### config.mk
export PLATFORM = sky130hd
export DESIGN_NAME = fetch_stage_flat
export DESIGN_NICKNAME = d
export VERILOG_FILES = /design/src/rtl/fetch_stage_pkg.sv /design/src/rtl/fetch_stage_if.sv /design/src/rtl/fetch_stage_pc_reg.sv /design/src/rtl/fetch_stage.sv /design/src/flat_wrapper.sv
export SDC_FILE = /design/constraint.sdc
export NUM_CORES = 1
export LEC_CHECK = 0
export BUFFER_PORTS_ARGS = -buffer_cell sky130_fd_sc_hd__buf_2
export CORE_MARGIN = 1.5
export CORE_UTILIZATION = 40
export DETAILED_ROUTE_END_ITERATION = 7
export GPL_ROUTABILITY_DRIVEN = 1
export SYNTH_ARGS = -nofsm -noshare
export SYNTH_HDL_FRONTEND = slang
export SYNTH_HIERARCHICAL = 1
export SYNTH_SLANG_ARGS = --single-unit
### constraint.sdc
create_clock -name clk -period 2.12 [get_ports clk]
set_input_delay 0.424 -clock clk [delete_from_list [all_inputs] [get_ports clk]]
set_output_delay 0.424 -clock clk [all_outputs]
set_load 0.02 [all_outputs]
### src/rtl/fetch_stage_pkg.sv
// Pipe_Buf_Reg_PKG: shared IF/ID register layout, fetch FSM states and pc constants
package Pipe_Buf_Reg_PKG;

    localparam logic [8:0] PC_STEP = 9'd4;

    typedef enum logic [1:0] {
        IDLE,
        REQ,
        WAIT,
        HOLD
    } fetch_state_e;

    typedef struct packed {
        logic [8:0]  Curr_Pc;
        logic [31:0] Curr_Instr;
    } if_id_reg;

    // Fetch addresses are word aligned; the low two target bits are dropped
    function automatic logic [8:0] align_pc(input logic [8:0] a);
        return {a[8:2], 2'b00};
    endfunction

endpackage

### src/rtl/fetch_stage_if.sv
// fetch_stage_if: instruction-memory request/response bus between fetch and imem
interface fetch_stage_if;

    logic        imem_req;
    logic [8:0]  imem_addr;
    logic        imem_rvalid;
    logic [31:0] imem_rdata;

    modport master (output imem_req, output imem_addr, input imem_rvalid, input imem_rdata);
    modport slave  (input imem_req, input imem_addr, output imem_rvalid, output imem_rdata);

endinterface

### src/rtl/fetch_stage_pc_reg.sv
// fetch_pc_reg: program counter with +4 increment and aligned redirect load
module fetch_pc_reg
    import Pipe_Buf_Reg_PKG::*;
#(
    parameter logic [8:0] RESET_PC = 9'h000
) (
    input  logic       clk,
    input  logic       reset,
    input  logic       inc,
    input  logic       redirect,
    input  logic [8:0] redirect_pc,
    output logic [8:0] pc
);

    // Redirect wins over increment; the 9-bit add wraps silently
    always_ff @(posedge clk or negedge reset) begin
        if (!reset)
            pc <= RESET_PC;
        else if (redirect)
            pc <= align_pc(redirect_pc);
        else if (inc)
            pc <= pc + PC_STEP;
    end

endmodule

### src/rtl/fetch_stage.sv
// fetch_stage: IF stage, one outstanding imem request, stall hold buffer, redirect kill.
// Defining FETCH_PERF_CNT_EN adds the stall_cycles and flush_count counter outputs.
module fetch_stage
    import Pipe_Buf_Reg_PKG::*;
#(
    parameter logic [8:0] RESET_PC = 9'h000
) (
    input  logic          clk,
    input  logic          reset,
    input  logic          stall,
    input  logic          redirect,
    input  logic [8:0]    redirect_pc,
    fetch_stage_if.master imem,
    output if_id_reg      if_id,
    output logic          if_id_valid
`ifdef FETCH_PERF_CNT_EN
    ,
    output logic [31:0]   stall_cycles,
    output logic [31:0]   flush_count
`endif
);

    fetch_state_e state, state_nx;
    logic         kill, kill_nx;
    logic         take, deliver_wait, deliver_hold;
    logic [8:0]   pc;
    if_id_reg     hold_buf;

    // A response is accepted only if no redirect killed it earlier or in the same cycle
    assign take         = state == WAIT && imem.imem_rvalid && !kill && !redirect;
    assign deliver_wait = take && !stall;
    assign deliver_hold = state == HOLD && !stall && !redirect;
    assign imem.imem_addr = pc;

    fetch_pc_reg #(.RESET_PC(RESET_PC)) u_pc (
        .clk         (clk),
        .reset       (reset),
        .inc         (take),
        .redirect    (redirect),
        .redirect_pc (redirect_pc),
        .pc          (pc)
    );

    // Next state, kill tracking and the request strobe
    always_comb begin
        state_nx      = state;
        kill_nx       = kill;
        imem.imem_req = 1'b0;
        case (state)
            IDLE: state_nx = REQ;
            REQ: begin
                imem.imem_req = 1'b1;
                state_nx      = WAIT;
                kill_nx       = redirect;
            end
            WAIT: begin
                state_nx = !imem.imem_rvalid ? WAIT : (take && stall) ? HOLD : REQ;
                kill_nx  = !imem.imem_rvalid && (kill || redirect);
            end
            HOLD: state_nx = (redirect || !stall) ? REQ : HOLD;
            default: state_nx = IDLE;
        endcase
    end

    // State, kill flag and the buffer that parks a response arriving under stall
    always_ff @(posedge clk or negedge reset) begin
        if (!reset) begin
            state    <= IDLE;
            kill     <= 1'b0;
            hold_buf <= '0;
        end else begin
            state <= state_nx;
            kill  <= kill_nx;
            if (redirect)
                hold_buf <= '0;
            else if (take && stall)
                hold_buf <= if_id_reg'{Curr_Pc: pc, Curr_Instr: imem.imem_rdata};
        end
    end

    // IF/ID register: redirect squashes, stall freezes, otherwise bubble unless something lands
    always_ff @(posedge clk or negedge reset) begin
        if (!reset) begin
            if_id       <= '0;
            if_id_valid <= 1'b0;
        end else if (redirect) begin
            if_id_valid <= 1'b0;
        end else if (!stall) begin
            if_id_valid <= deliver_wait || deliver_hold;
            if (deliver_hold)
                if_id <= hold_buf;
            else if (deliver_wait)
                if_id <= if_id_reg'{Curr_Pc: pc, Curr_Instr: imem.imem_rdata};
        end
    end

`ifdef FETCH_PERF_CNT_EN
    // Wrapping counters of decode-blocked cycles and redirect pulses
    always_ff @(posedge clk or negedge reset) begin
        if (!reset) begin
            stall_cycles <= '0;
            flush_count  <= '0;
        end else begin
            if (stall && if_id_valid)
                stall_cycles <= stall_cycles + 32'd1;
            if (redirect)
                flush_count <= flush_count + 32'd1;
        end
    end
`endif

endmodule

### src/flat_wrapper.sv
// flat-port wrapper written by rule: the top's interface ports become plain ports
module fetch_stage_flat import Pipe_Buf_Reg_PKG::*;
#(
    parameter logic [8:0] RESET_PC = 9'h000
)
  (clk, reset, stall, redirect, redirect_pc, if_id, if_id_valid, imem_imem_req, imem_imem_addr, imem_imem_rvalid, imem_imem_rdata);
  fetch_stage_if imem_i ();
  input  logic clk;
  input  logic reset;
  input  logic stall;
  input  logic redirect;
  input  logic [8:0] redirect_pc;
  output if_id_reg if_id;
  output logic if_id_valid;
  output wire logic [$bits(imem_i.imem_req)-1:0] imem_imem_req;
  output wire logic [$bits(imem_i.imem_addr)-1:0] imem_imem_addr;
  input wire logic [$bits(imem_i.imem_rvalid)-1:0] imem_imem_rvalid;
  input wire logic [$bits(imem_i.imem_rdata)-1:0] imem_imem_rdata;
  assign imem_imem_req = imem_i.imem_req;
  assign imem_imem_addr = imem_i.imem_addr;
  assign imem_i.imem_rvalid = imem_imem_rvalid;
  assign imem_i.imem_rdata = imem_imem_rdata;
  fetch_stage #(.RESET_PC(RESET_PC)) u_core (.clk(clk), .reset(reset), .stall(stall), .redirect(redirect), .redirect_pc(redirect_pc), .imem(imem_i), .if_id(if_id), .if_id_valid(if_id_valid));
endmodule
# Word level (Yosys, flattened, before mapping)
# Cells that the tools add are included.
# totals
out_inout_bits	52
regBits	95
inputBits	46
word_cells	50
# classes
n_eq_ne	4
muxes	14
addsub	1
n_reduce_logical	21
bitwise_logic	2
# ops
cell	n
$mux W41	4
$mux W9	2
$add A9 B3 Y9 const B	1
$logic_and A1 B1 Y1	8
$pmux W2 S4	1
$reduce_bool A2 Y1	4
$mux W2	3
$eq A2 B2 Y1 const B	2
$logic_not A1 Y1	4
$logic_or A1 B1 Y1	3
$mux W1	3
$reduce_and A3 Y1	1
$eq A2 B1 Y1 const B	1
$logic_not A2 Y1	1
$ne A2 B1 Y1 const B	1
$not A1 Y1	2
$pmux W1 S2	1

# Longest topological paths before layout
# depth
ltp_word	8
depth_mapped	9
mapped_depth_nobuf	7

# By module
# The synthesis kept the hierarchy.
# by_module_without_submodules
module	cells_each	n_inst	seq_area_each_um2	area_each_um2
fetch_stage	442	1	2152.1	4536.9
fetch_pc_reg	41	1	175.2	369.1

# Worst setup path after synthesis
# OpenSTA, ideal clock, no wires.
# synth_timing
path_kind	register -> register
startpoint	register u_core.state[0]
endpoint	register u_core.u_pc.pc[7]
required_ns	2.038
path_buffers	2
path_slack_ns	-0.097
synth_period_minus_slack_ns	2.217
arrival_ns	2.135
setup_ns	0.082
stages_incl_launch_ff	10
cell_sequence	dfrtp_1 inv_1 ha_1 nand3b_1 buf_2 buf_1 nor2_1 nand4_1 or3_1 a31oi_1
# synth_via
elab_chain_len	5
# synth_lines
item	line_no	rtl
start: declaration	fetch_stage.sv:23	fetch_state_e state, state_nx;
start signal: assignment	fetch_stage.sv:72	state <= state_nx;
$eq A2 B2 Y1	fetch_stage.sv:30	assign take = state == WAIT && imem.imem_rvalid && !kill && !redirect;
$logic_and A1 B1 Y1 (3 in series)	fetch_stage.sv:30	
named net u_core.take	fetch_stage.sv:25	logic take, deliver_wait, deliver_hold;
$reduce_bool A2 Y1 (no line)	n/a	
end signal: assignment	fetch_stage_pc_reg.sv:20	pc <= align_pc(redirect_pc);
end signal: assignment	fetch_stage_pc_reg.sv:22	pc <= pc + PC_STEP;
end: declaration	fetch_stage_pc_reg.sv:12	output logic [8:0] pc
# The timed path passes the listed nets, and every way through them passes these cells.
# A chain may end at the register's enable or synchronous reset.

# Worst setup path in the final report
# Ends and elaborated chain as after synthesis.

==> results.py <==
metrics = {
    "global_route": {
        "antenna_found_initial": 0,
        "met3_usage_pct": 3.35,
        "gr-usage-met1_pct": 28.8,
        "grt_use_total_pct": 19.9,
        "grt_pass1_vias": 3849,
        "grtUsageMet2_pct": 30.2,
        "grt_max_degree": 86,
        "overflow": 0,
        "grt_first_pass_wirelength_mm": 20.1,
        "busiest_layer": "met2",
    },
    "worst_setup_path": {
        "critPathKind": "reg2reg",
        "reg2reg_depth": 7,
        "critPathCaptureType": "register",
        "critical_path_arrival_ps": 2250,
        "critical_path.max_fanout": 6,
        "rr_startpoint": "u_core/state[0]$_DFF_PN0_",
        "slowest_stage": "dfrtp_1",
        "cp.required_ps": 2380,
        "startpoint_type": "register",
        "crit_family": "simple AND/OR/NAND/NOR gates",
        "crit_path_cell_trace": "inv_1 -> ha_2 -> nand3b_1 -> nor2_2 -> nand4_1 -> or3_1 -> a31oi_1",
        "path_buf_inv": 1,
        "cpPeakStageDelay_ps": 420,
        "cp.depth": 7,
        "crit_start": "u_core/state[0]$_DFF_PN0_",
    },
    "yosys": {
        "synth_top_family_by_area": "simple AND/OR/NAND/NOR gates",
        "synthDistinctLibCells": 32,
        "synth_compound_area_share_pct": 9.08,
        "yosysWarnings": 6,
        "synth_fa_ha_area_share_pct": 1.28,
        "synth_cells": 483,
        "syn_area_mm2": 0.00491,
        "seq_area_frac_synth_pct": 47.4,
        "synth.avg_cell_area_um2": 10.2,
        "muxShareOfSynthArea_pct": 12.7,
        "synth_xor_area_share_pct": 0.714,
        "synth-seq-cells": 93,
        "synth_simple_gate_area_share_pct": 23.8,
    },
    "power_and_ir_drop": {
        "p_sw_uw": 2540,
        "power_frac_comb_pct": 37.8,
        "clock_power_share_pct": 24.1,
        "p_sw_share_pct": 38.6,
        "pwr-share-seq_pct": 38.1,
        "ir_drop_uv": 694,
        "internal_power_uw": 4030,
        "p_leak_uw": 0.00296,
        "powerDensity_mw_per_mm2": 1130,
    },
    "floorplanning": {
        "io_pins": 98,
        "fp.dieW_um": 114,
        "rows": 40,
        "die_h_um": 114,
        "start_util_pct": 40.8,
        "core_area_mm2": 0.0120,
        "dieArea_mm2": 0.0129,
    },
    "timing": {
        "holdWs_ps": 47.7,
        "max_freq_mhz": 503,
        "clock_skew_ps": 7.63,
        "slew_viol_final": 0,
        "hold_viol": 0,
        "tns_ps": 0,
        "min_period_over_period_pct": 93.8,
        "worstMarginPinSlew_ps": 958,
        "final.setup.worst_slack_ps": 131,
        "max_slew_margin_pct": 36.2,
        "period_needed_ps": 1990,
        "rsz0062_at_grt": "no",
        "setup_viol": 0,
    },
    "hold_path": {
        "hp-class": "in2async",
    },
    "cells_and_area": {
        "nets": 609,
        "final.fill_count": 1110,
        "drive_above_1_share_pct": 29.9,
        "area_growth_pct": 18.1,
        "utilization_pct": 48.2,
        "antenna_cells": 0,
        "design_area_mm2": 0.00579,
    },
    "place": {
        "portBuffers": 93,
        "dpl.hpwl_mm": 7.47,
        "place.gp.congestion": 0.754,
        "dpl_worst_slack_ps": 130,
        "postPlaceCellArea_mm2": 0.00551,
    },
    "clock_network": {
        "clkSlewWorstSetupHoldPaths_ps": 60,
        "clkLatencyLatePin_ps": 340,
        "post-cts-setup-buffers": 0,
        "htree_levels": 3,
        "cts_tree": "yes",
        "cts_hold_buffers": 0,
        "cts_buffers": 9,
        "cts_resized": 0,
        "cts_root_buf": "clkbuf_16",
        "cts_sinks": 93,
        "clk_path_buf_depth": 2,
    },
    "route": {
        "drt_iter0_drc": 226,
        "drc": 0,
        "via_count": 3860,
        "firstDrtPassIters": 6,
        "drtAntennaViolNets": 0,
        "avgViaCountPerCell": 5.45,
        "wirelength_mm": 12.2,
        "wl_per_cell_um": 17.2,
    },
    "run": {
        "drv_cap": 0,
    },
    "outcome": {
        "status": "complete, no violations",
    },
}
layout make-up:
| cell class | count | area (um^2) | share of cell area, % |
|---|---|---|---|
| inverter | 4 | 15.0 | 0.259 |
| sequential | 93 | 2330 | 40.2 |
| clock inverter | 2 | 35.0 | 0.605 |
| timing repair buffer | 108 | 631 | 10.9 |
| tap | 147 | 184 | 3.17 |
| multi-input combinational | 342 | 2360 | 40.7 |
| clock buffer | 12 | 246 | 4.25 |
power groups by stage:
stage                     clock network (uW)  logic, uW  registers, uW
after global placement                     0       2430           2510
after CTS                               1630       2500           2500
after global routing                    1690       2740           2570
after floorplan                            0       1330           2890
after detailed placement                   0       2490           2530
final                                   1590       2480           2500
layer usage:
layer / wire length, um / vias to the layer above
met1: 5970 / 1895
li1: - / 1852
met4: 161 / 0
met3: 554 / 11
met2: 5500 / 102
met5: 0 / -
cell usage after synthesis:
cell	number	area [um^2]
a31oi_1	3	18.8
clkbuf_1	24	90.1
nand2b_1	3	18.8
buf_4	2	15.0
mux2i_1	1	10.0
nor2b_1	43	269
buf_1	2	7.51
or3_1	2	12.5
nor4_1	41	257
dfrtp_1	93	2330
nor2_1	89	334
xor2_1	3	26.3
ha_1	5	62.6
o21ai_0	9	45.0
inv_1	4	15.0
nand3_1	1	5.00
conb_1	1	3.75
nand2_1	8	30.0
nand4_1	2	12.5
xnor2_1	1	8.76
o2bb2ai_1	41	359
or2_2	1	6.26
a221oi_1	1	8.76
mux2_4	40	601
nand3b_1	1	7.51
or3b_1	1	8.76
mux2_2	1	11.3
buf_6	5	56.3
a21oi_1	1	5.00
buf_2	12	60.1
nor3_1	41	205
a211o_1	1	8.76
final timing paths:
path,end,slack (ps)
max,u_core/u_pc/pc[7]$_DFFE_PN0P_,130
min,u_core/hold_buf[14]$_DFFE_PN0P_,50
max reg2reg,u_core/u_pc/pc[7]$_DFFE_PN0P_,130
min reg2reg,u_core/if_id_valid$_DFFE_PN0P_,550
max in group asynchronous,u_core/hold_buf[3]$_DFFE_PN0P_,1410
min in group clk,u_core/u_pc/pc[2]$_DFFE_PN0P_,290
cells in the final DEF, fill, tap and decap left out, drive strengths merged, types with 2 or more instances in the layout:
cell / n
nor2b: 43
mux2: 41
buf: 108
a31oi: 3
ha: 5
conb: 2
nand2b: 3
nand4: 2
or3: 2
inv: 4
dfrtp: 93
nor3: 41
clkbuf: 12
nor4: 41
o2bb2ai: 41
xor2: 3
nand2: 8
nor2: 89
o21ai: 9
worst reg2reg max path: stages, from the launching register on:
cell,delay (ps)
dfrtp_1,420
inv_1,100
ha_2,230
nand3b_1,170
nor2_2,210
nand4_1,200
or3_1,400
a31oi_1,180
per-stage QoR:
| step | power, uW | instances |
|---|---|---|
| final | 6570 | 708 |
| after global routing | 6990 | 708 |
| after CTS | 6630 | 708 |
| after detailed placement | 5020 | 694 |
| after global placement | 4950 | 694 |
| after floorplan | 4220 | 484 |
cell families after synthesis:
group / after synthesis
buffers and inverters: 49
DFF: 93
adders and majority gates: 5
xor gates and xnor gates: 4
muxes: 42
AOI/OAI and AO/OA: 56
other: 1
and+or+nand+nor: 233
(Power assumes the default switching activity.)
